**config.mk**
```make
export PLATFORM = sky130hd
export DESIGN_NAME = core_seq_ctrl
export DESIGN_NICKNAME = d
export VERILOG_FILES = /design/src/rtl/core_seq_ctrl_pkg.sv /design/src/rtl/core_seq_ctrl_fetch_watchdog.sv /design/src/rtl/core_seq_ctrl.sv
export SDC_FILE = /design/constraint.sdc
export NUM_CORES = 1
export LEC_CHECK = 0
export BUFFER_PORTS_ARGS = -buffer_cell sky130_fd_sc_hd__buf_2
export CORE_UTILIZATION = 53
export CTS_BUF_LIST = sky130_fd_sc_hd__clkbuf_8 sky130_fd_sc_hd__clkbuf_16
export CTS_CLUSTER_DIAMETER = 60
export DETAILED_ROUTE_END_ITERATION = 6
export PLACE_DENSITY = 0.91
export SKIP_CTS_REPAIR_TIMING = 1
export SYNTH_ARGS = -nofsm -noshare
export SYNTH_HDL_FRONTEND = slang
export SYNTH_SLANG_ARGS = --single-unit
```
**constraint.sdc**
```tcl
create_clock -name clk -period 2.9 [get_ports clk]
set_input_delay 0.58 -clock clk [delete_from_list [all_inputs] [get_ports clk]]
set_output_delay 0.58 -clock clk [all_outputs]
set_load 0.02 [all_outputs]
```
**src/rtl/core_seq_ctrl_pkg.sv**
```systemverilog
// Shared definitions for the multi-cycle core sequencer: widths, reset constants,
// FSM state encoding and halt-cause codes.
package core_seq_ctrl_pkg;

    localparam int          CORE_XLEN     = 32;
    localparam int          CORE_ILEN     = 32;
    localparam logic [31:0] CORE_RESET_PC = 32'h8000_0000;
    localparam logic [31:0] CORE_NOP      = 32'h0000_0013;

    typedef enum logic [2:0] {
        ST_IDLE       = 3'd0,
        ST_FETCH_REQ  = 3'd1,
        ST_FETCH_WAIT = 3'd2,
        ST_EXEC       = 3'd3,
        ST_HALT       = 3'd4
    } seq_state_e;

    localparam logic [2:0] HALT_NONE     = 3'd0;
    localparam logic [2:0] HALT_EBREAK   = 3'd1;
    localparam logic [2:0] HALT_FAULT    = 3'd2;
    localparam logic [2:0] HALT_TIMEOUT  = 3'd3;
    localparam logic [2:0] HALT_MISALIGN = 3'd4;

endpackage

```
**src/rtl/core_seq_ctrl_fetch_watchdog.sv**
```systemverilog
// Fetch watchdog: counts cycles spent fetching, saturating at LIMIT, and flags
// expiry while the count sits at LIMIT.
module core_seq_ctrl_fetch_watchdog #(
    parameter int LIMIT = 255,
    parameter int W     = $clog2(LIMIT + 1)
) (
    input  logic clk,
    input  logic rst,
    input  logic clr,
    input  logic en,
    output logic expired
);

    logic [W-1:0] cnt;

    always_ff @(posedge clk) begin
        if (rst || clr) begin
            cnt <= '0;
        end else if (en && !expired) begin
            cnt <= cnt + W'(1);
        end
    end

    assign expired = (cnt == W'(LIMIT));

endmodule

```
**src/rtl/core_seq_ctrl.sv**
```systemverilog
// Multi-cycle sequencer: owns the PC, fetches over valid/ready, holds the IR for
// IDU/EXU, gates register-file writes and halts on ebreak or fetch problems.
//
//   state       | meaning
//   ------------+-----------------------------------------------
//   IDLE        | one cycle after reset before the first fetch
//   FETCH_REQ   | request pending at pc, waiting for ifu_req_ready
//   FETCH_WAIT  | request accepted, waiting for the response
//   EXEC        | IR valid, waiting for exu_done
//   HALT        | stopped until rst; halt_cause holds the reason
module core_seq_ctrl
    import core_seq_ctrl_pkg::*;
#(
    parameter int              XLEN          = CORE_XLEN,
    parameter int              ILEN          = CORE_ILEN,
    parameter logic [XLEN-1:0] RESET_PC      = XLEN'(CORE_RESET_PC),
    parameter int              FETCH_TIMEOUT = 255
) (
    input  logic            clk,
    input  logic            rst,
    output logic            ifu_req_valid,
    input  logic            ifu_req_ready,
    output logic [XLEN-1:0] ifu_addr,
    input  logic            ifu_rsp_valid,
    output logic            ifu_rsp_ready,
    input  logic [ILEN-1:0] ifu_rsp_inst,
    input  logic            ifu_rsp_err,
    output logic [ILEN-1:0] inst,
    output logic            ir_valid,
    input  logic            exu_done,
    input  logic            exu_npc_valid,
    input  logic [XLEN-1:0] exu_npc,
    input  logic            is_ebreak,
    output logic            rf_wr_gate,
    output logic            retire,
    output logic [XLEN-1:0] pc,
    output logic            halted,
    output logic [2:0]      halt_cause
);

    seq_state_e      state, state_nx;
    logic [XLEN-1:0] pc_q, pc_nx;
    logic [ILEN-1:0] inst_q, inst_nx;
    logic [2:0]      cause_q, cause_nx;
    logic            wdog_clr, wdog_en, wdog_expired;

    core_seq_ctrl_fetch_watchdog #(
        .LIMIT (FETCH_TIMEOUT)
    ) u_wdog (
        .clk     (clk),
        .rst     (rst),
        .clr     (wdog_clr),
        .en      (wdog_en),
        .expired (wdog_expired)
    );

    always_ff @(posedge clk) begin
        if (rst) begin
            state   <= ST_IDLE;
            pc_q    <= RESET_PC;
            inst_q  <= ILEN'(CORE_NOP);
            cause_q <= HALT_NONE;
        end else begin
            state   <= state_nx;
            pc_q    <= pc_nx;
            inst_q  <= inst_nx;
            cause_q <= cause_nx;
        end
    end

    always_comb begin
        state_nx      = state;
        pc_nx         = pc_q;
        inst_nx       = inst_q;
        cause_nx      = cause_q;
        ifu_req_valid = 1'b0;
        ifu_rsp_ready = 1'b0;
        ir_valid      = 1'b0;
        rf_wr_gate    = 1'b0;
        retire        = 1'b0;
        halted        = 1'b0;
        wdog_en       = 1'b0;

        case (state)
            ST_IDLE: begin
                state_nx = ST_FETCH_REQ;
            end
            ST_FETCH_REQ: begin
                wdog_en = 1'b1;
                if (pc_q[1:0] != 2'b00) begin
                    state_nx = ST_HALT;
                    cause_nx = HALT_MISALIGN;
                end else begin
                    ifu_req_valid = 1'b1;
                    // Only a response can beat the timeout; a request handshake cannot.
                    if (wdog_expired) begin
                        state_nx = ST_HALT;
                        cause_nx = HALT_TIMEOUT;
                    end else if (ifu_req_ready) begin
                        state_nx = ST_FETCH_WAIT;
                    end
                end
            end
            ST_FETCH_WAIT: begin
                wdog_en       = 1'b1;
                ifu_rsp_ready = 1'b1;
                if (ifu_rsp_valid) begin
                    if (ifu_rsp_err) begin
                        state_nx = ST_HALT;
                        cause_nx = HALT_FAULT;
                    end else begin
                        inst_nx  = ifu_rsp_inst;
                        state_nx = ST_EXEC;
                    end
                end else if (wdog_expired) begin
                    state_nx = ST_HALT;
                    cause_nx = HALT_TIMEOUT;
                end
            end
            ST_EXEC: begin
                ir_valid = 1'b1;
                if (exu_done) begin
                    retire = 1'b1;
                    if (is_ebreak) begin
                        state_nx = ST_HALT;
                        cause_nx = HALT_EBREAK;
                    end else begin
                        rf_wr_gate = 1'b1;
                        pc_nx      = exu_npc_valid ? exu_npc : pc_q + XLEN'(4);
                        state_nx   = ST_FETCH_REQ;
                    end
                end
            end
            ST_HALT: begin
                halted = 1'b1;
            end
            default: begin
                state_nx = ST_IDLE;
            end
        endcase

        wdog_clr = (state_nx == ST_FETCH_REQ) && (state != ST_FETCH_REQ);

        // A retirement coinciding with reset is discarded, so suppress its strobes.
        if (rst) begin
            retire     = 1'b0;
            rf_wr_gate = 1'b0;
        end
    end

    assign ifu_addr   = pc_q;
    assign pc         = pc_q;
    assign inst       = inst_q;
    assign halt_cause = cause_q;

endmodule

```
==> metrics, run 1 <==
status=complete, but fails checks; failing checks=DRC; Core Footprint=7890 µm²; Final Wtd Congestion=approximately 0.94; mux cell area share after synthesis=0.905%; Routed WL=around 14000 µm; M1 WL=5270 µm; CTS buffer count=9; Commonest cells post-synth=nand2_1 (95), dfxtp_1 (78), a21oi_1 (62); top sig layer=met4; Tcrit/Tclk final=roughly 87%; # IOs=177; largest net degree at the start of global routing=33; CP required=2.32 ns; die height=93.4 µm; Worst R2R End=ifu_addr[21]; vias in the first global route=4545; Cell variety after synth=60; largest area contributor in the netlist=dfxtp_1; number of core rows=32; clock buffer depth=2; Final ANT Viol Nets=0; PD cells=413 nW/µm²; Post-Synth Adder-Cell Area=less than 1%; R2R depth=6; DR vias=5145; hpwl dp=9740 µm; GRT overflow=0; Sink Count=78; Nets=790; max capacitance violation total=0; met2 WL=6500 µm; Initial Utilization=between 50% and 60%; Synth top area share=35.3%; Tmin final=2.53 ns; # setup viols final=0; register area share after synthesis=about a third; P_leak=2.24 nW; WHS Path Cells=3; # H-tree levels=3; diode count=0; antenna violations before repair=0; ys flop type=dfxtp_1; WL per Instance=16.6 µm; synth warn=0; hold endpoint=inst[1]; clock root buffer=clkbuf_8; flop-to-flop setup slack=roughly 0.59 ns; register bit total from synthesis=approximately 80; Crit Path Class=flop to output port; cell with the most instances after synthesis=nand2_1; RR Startpoint=state[0]; Max Fclk=395 MHz; clk_skew=0.0100 ns; syn_area_per_cell=~7.6 µm²; critical path endpoint category=output port; total track usage=30.7%; clk slew on worst S/H paths=approximately 0.090 ns; Hold WC Path Type=primary input to flop; met3 WL=1410 µm; RSZ-0062 raised after global routing=false; Worst Hold Launch=ifu_rsp_inst[1]; Synth Area in Compound Gates=24.0%; Synth area leaders=dfxtp_1 (35%), nand2_1 (8.1%), a21oi_1 (7.0%); Final TNS setup=0 ns; DIE AREA=8720 µm²; relative max-transition margin=between 30% and 40%; Hold Fails Final Rpt=0; Setup crit start kind=flop; EDFF count, synth=0; vias per std cell=6.25; worst skew pair latency=0.37 ns; Residual DRC=8; synthesized area=4430 µm²; Filler cells=667; TritonCTS clock tree=built; Synth Instances=slightly below 600; largest family of logic cells by synthesized area=simple AND/OR/NAND/NOR gates; Area growth syn-to-layout=21.0%; Synth Area in XOR/XNOR=less than 1%; die width=93.4 µm; IO Port Bufs=176; Slew Viols, Final=0; ys async rst share=0%; worst-path fanout max=15; first-pass GRT wire length=21300 µm; actual slew at the worst max-slew pin=roughly 1 ns; Synth Net Count=about 660; drt first-iter violations=510; drt first pass iters=7; layout cells sized above 1=a little under a third; maximum vdd drop=279 µV; worst path arrival time=1.95 ns; worst hold slack=0.426 ns; Post-Synth Simple-Gate Area=between 20% and 30%
area by class of cell:
| type | instances | area (µm²) | share of cell area, % |
|---|---|---|---|
| sequential | 78 | 1560 | 29.2 |
| tap | 102 | 128 | 2.38 |
| multi-input combinational | 418 | 2410 | 45.0 |
| timing repair buffer | 193 | 1010 | 18.8 |
| inverter | 16 | 60.1 | 1.12 |
| clock inverter | 7 | 61.3 | 1.15 |
| clock buffer | 9 | 124 | 2.31 |
state kept, by name, summed over array words and instances, names as in the netlist:
signal	cells
halt_cause	3
ifu_addr	32
inst	32
state	3
u_wdog.cnt	8
critical path: stages, from the launching register on:
cell and delay, ns:
dfxtp_1 0.63, nand3b_1 0.28, inv_1 0.14, nand2_1 0.07, nor2_1 0.23, buf_2 0.22
logic make-up (layout without fill, tap and decap cells):
logic type	after synthesis	after routing
xor+xnor	2	2
buf+inv	89	225
fa+ha+maj	2	2
compound gates	165	165
flops	78	78
simple gates	245	245
mux	4	4
report_power, final:
part | leakage (nW) | internal, W | switching, W
Sequential | 0.629 | 0.00109 | 0.0000280
Clock | 0.0892 | 0.000329 | 0.000479
Combinational | 1.52 | 0.000112 | 0.000174
Total | 2.24 | 0.00153 | 0.000681
layer usage:
| layer | global-route usage, % | vias up |
|---|---|---|
| li1 | - | 2377 |
| met1 | 38.5 | 2353 |
| met2 | 51.6 | 343 |
| met3 | 6.10 | 72 |
| met4 | 12.4 | 0 |
| met5 | 0 | - |
worst max-delay path by stage:
stage	from	end	slack (ns)
floorplan	rst	retire	0.65
detailed placement	state[0]	ifu_addr[21]	0.70
CTS	state[0]	rf_wr_gate	0.43
global route	state[0]	rf_wr_gate	0.22
global placement	exu_done	rf_wr_gate	0.79
finish	state[0]	rf_wr_gate	0.37
placed cells by master (no fill, tap or decap), types with 4 or more instances in the layout:
cell type  instances
buf_2            176
nand2_1           95
dfxtp_1           78
a21oi_1           62
nor2_1            28
a31oi_1           21
nor3_1            19
nand4_1           18
nand3_1           18
o21ai_0           17
buf_4             17
nor4_1            16
inv_1             15
o31ai_1           12
nand2b_1           9
clkbuf_8           9
a21boi_0           6
o211ai_1           6
or4_1              6
a211oi_1           6
nor2b_1            5
and4_1             5
and3_1             4
a31o_2             4
a311o_1            4
mux2i_1            4
inv_6              4
metrics by stage:
step / total power [W] / instance area, µm² / utilization [%] / instances / setup WS (ns)
after floorplan: 0.00131 / 4430 / - / 585 / 0.655
after global placement: 0.00141 / 5170 / 65.5 / 807 / 0.791
after detailed placement: 0.00142 / 5170 / 65.5 / 807 / 0.700
after CTS: 0.00220 / 5350 / 67.9 / 823 / 0.426
after global routing: 0.00228 / 5350 / 67.9 / 823 / 0.220
final: 0.00221 / 5350 / 67.9 / 823 / 0.369
No activity file was read; power rests on OpenSTA's default activity.
==> run 2: changes to the inputs <==
REMOVE_ABC_BUFFERS = 1   (was default)
==> run 2 against run 1 <==
Against the previous run: the flow now finishes without violations; non-clock buffer count shrank 1; design area shrank 0.21%; via count shrank 2.2%; clock skew grew 0.0043 ns; cell count shrank 0.12%; clock power shrank 4.0%; sequential cell count is the same; die area is the same; fmax grew 2.7%; largest cell class unchanged; combinational power is essentially flat; critical path depth is the same.
==> metrics, run 2 (synthesized netlist as in run 1, its figures left out) <==
clock root buffer=clkbuf_8 (unchanged); diode count=0 (unchanged); Slew Viols, Final=0 (unchanged); Inst Count DP=806 (was 807); vias per std cell=6.12 (was 6.25); DIE AREA=8720 µm² (unchanged); Register Area=1560 µm² (unchanged); antenna violations before repair=0 (unchanged); # H-tree levels=3 (unchanged); Filler cells=661 (was 667); PD cells=407 nW/µm² (was 413 nW/µm²); RSZ-0062 raised after global routing=false (unchanged); Post-Layout Cell Count=822 (was 823); Hold WC Path Type=primary input to flop (unchanged); Area growth syn-to-layout=20.7% (was 21.0%); Tcrit/Tclk final=85.0% (was 87.3%); die width=93.4 µm (unchanged); worst-path fanout max=14 (was 15); TritonCTS clock tree=built (unchanged); Routed WL=13400 µm (was 13600 µm); clock buffer depth=2 (unchanged); Multi-input gate area=2410 µm² (unchanged); Buf/Inv on CP=2 (unchanged); Residual DRC=0 (was 8); hpwl dp=9560 µm (was 9740 µm); Setup crit start kind=flop (unchanged); max capacitance violation total=0 (unchanged); actual slew at the worst max-slew pin=0.954 ns (was 1.02 ns); DP Area=5160 µm² (was 5170 µm²); CP max stage delay=0.61 ns (was 0.63 ns); vias in the first global route=4428 (was 4545); Top delay family on crit path=flip-flops (unchanged); worst skew pair latency=0.36 ns (was 0.37 ns); WL per Instance=16.3 µm (was 16.6 µm); cell area after layout=5340 µm² (was 5350 µm²); number of core rows=32 (unchanged); Nets=789 (was 790); Max Fclk=406 MHz (was 395 MHz); Hold Fails Final Rpt=0 (unchanged); R2R depth=6 (unchanged); Final TNS setup=0 ns (unchanged); Sink Count=78 (unchanged); P_leak=2.23 nW (was 2.24 nW); CTS buffer count=9 (unchanged); status=completed (was complete, but fails checks); WHS Path Cells=3 (unchanged); CP required=2.32 ns (about the same); clk slew on worst S/H paths=0.09 ns (about the same); relative max-transition margin=35.4% (was 31.2%); layout cells sized above 1=30.7% (was 30.8%); Initial Utilization=56.1% (unchanged); Crit Path Class=flop to output port (unchanged); first-pass GRT wire length=20900 µm (was 21300 µm); Core Footprint=7890 µm² (unchanged); clk_skew=0.0143 ns (was 0.0100 ns); die height=93.4 µm (unchanged); worst path arrival time=1.88 ns (was 1.95 ns); drt first pass iters=5 (was 7); DR vias=5030 (was 5145); CP Cell Sequence=nand3b_1 -> inv_1 -> nand2_1 -> nor2_1 -> buf_2 (unchanged); IO Port Bufs=176 (unchanged); Worst path slowest cell=dfxtp_1 (unchanged); critical path depth=5 (unchanged); GRT overflow=0 (unchanged); # IOs=177 (unchanged); drt first-iter violations=443 (was 510); # setup viols final=0 (unchanged); largest net degree at the start of global routing=42 (was 33); Final Wtd Congestion=0.911 (was 0.941); most frequent cells in the layout=buf_2 (176), nand2_1 (95), dfxtp_1 (78), a21oi_1 (62), nor2_1 (28) (unchanged); maximum vdd drop=269 µV (was 279 µV); Tmin final=2.46 ns (was 2.53 ns); Final ANT Viol Nets=0 (unchanged); total track usage=29.8% (was 30.7%); critical path endpoint category=output port (unchanged); most common cell after layout, fill and taps aside=buf_2 (unchanged)
[run 2: stage by stage]
| step | hold WS, ns | setup slack [ns] | util [%] | total power, W |
|---|---|---|---|---|
| floorplan | 0.453 | 0.111 | - | 0.00127 |
| global placement | 0.439 | 0.780 | 65.4 | 0.00141 |
| detailed placement | 0.446 | 0.617 | 65.4 | 0.00142 |
| CTS | 0.418 | 0.450 | 67.7 | 0.00218 |
| global route | 0.431 | 0.287 | 67.7 | 0.00226 |
| finish | 0.428 | 0.435 | 67.7 | 0.00218 |
[run 2: area by class of cell]
cell class,count,share of cell area [%]
Clock buffer,9,2.32
Clock inverter,7,1.08
Inverter,16,1.12
Multi-Input combinational cell,418,45.1
Sequential cell,78,29.2
Tap cell,102,2.39
Timing Repair Buffer,192,18.7
[run 2: worst reg2reg max path: stages (launching register included)]
cell	delay (ns)
dfxtp_1	0.61
nand3b_1	0.30
buf_4	0.27
nor2_2	0.33
buf_4	0.31
nand4_1	0.13
a221oi_1	0.33
[run 2: routing by layer]
layer	GRT usage, %	vias to the layer above	share of wire [%]
li1	-	2375	-
met1	37.6	2318	40
met2	49.2	285	48
met3	4.15	52	8.1
met4	15.6	0	3.5
met5	0	-	0
[run 2: report_power, final]
group / internal, W / switching (W)
clock network: 0.000321 / 0.000455
logic: 0.000111 / 0.000173
registers: 0.00109 / 0.0000278
[run 2: final timing paths]
path | startpoint | end | slack, ns
setup / recovery | state[1] | rf_wr_gate | 0.44
hold / removal | ifu_rsp_inst[0] | inst[0] | 0.43
setup reg to reg | state[1] | ifu_addr[21] | 0.52
hold reg to reg | inst[17] | inst[17] | 0.46
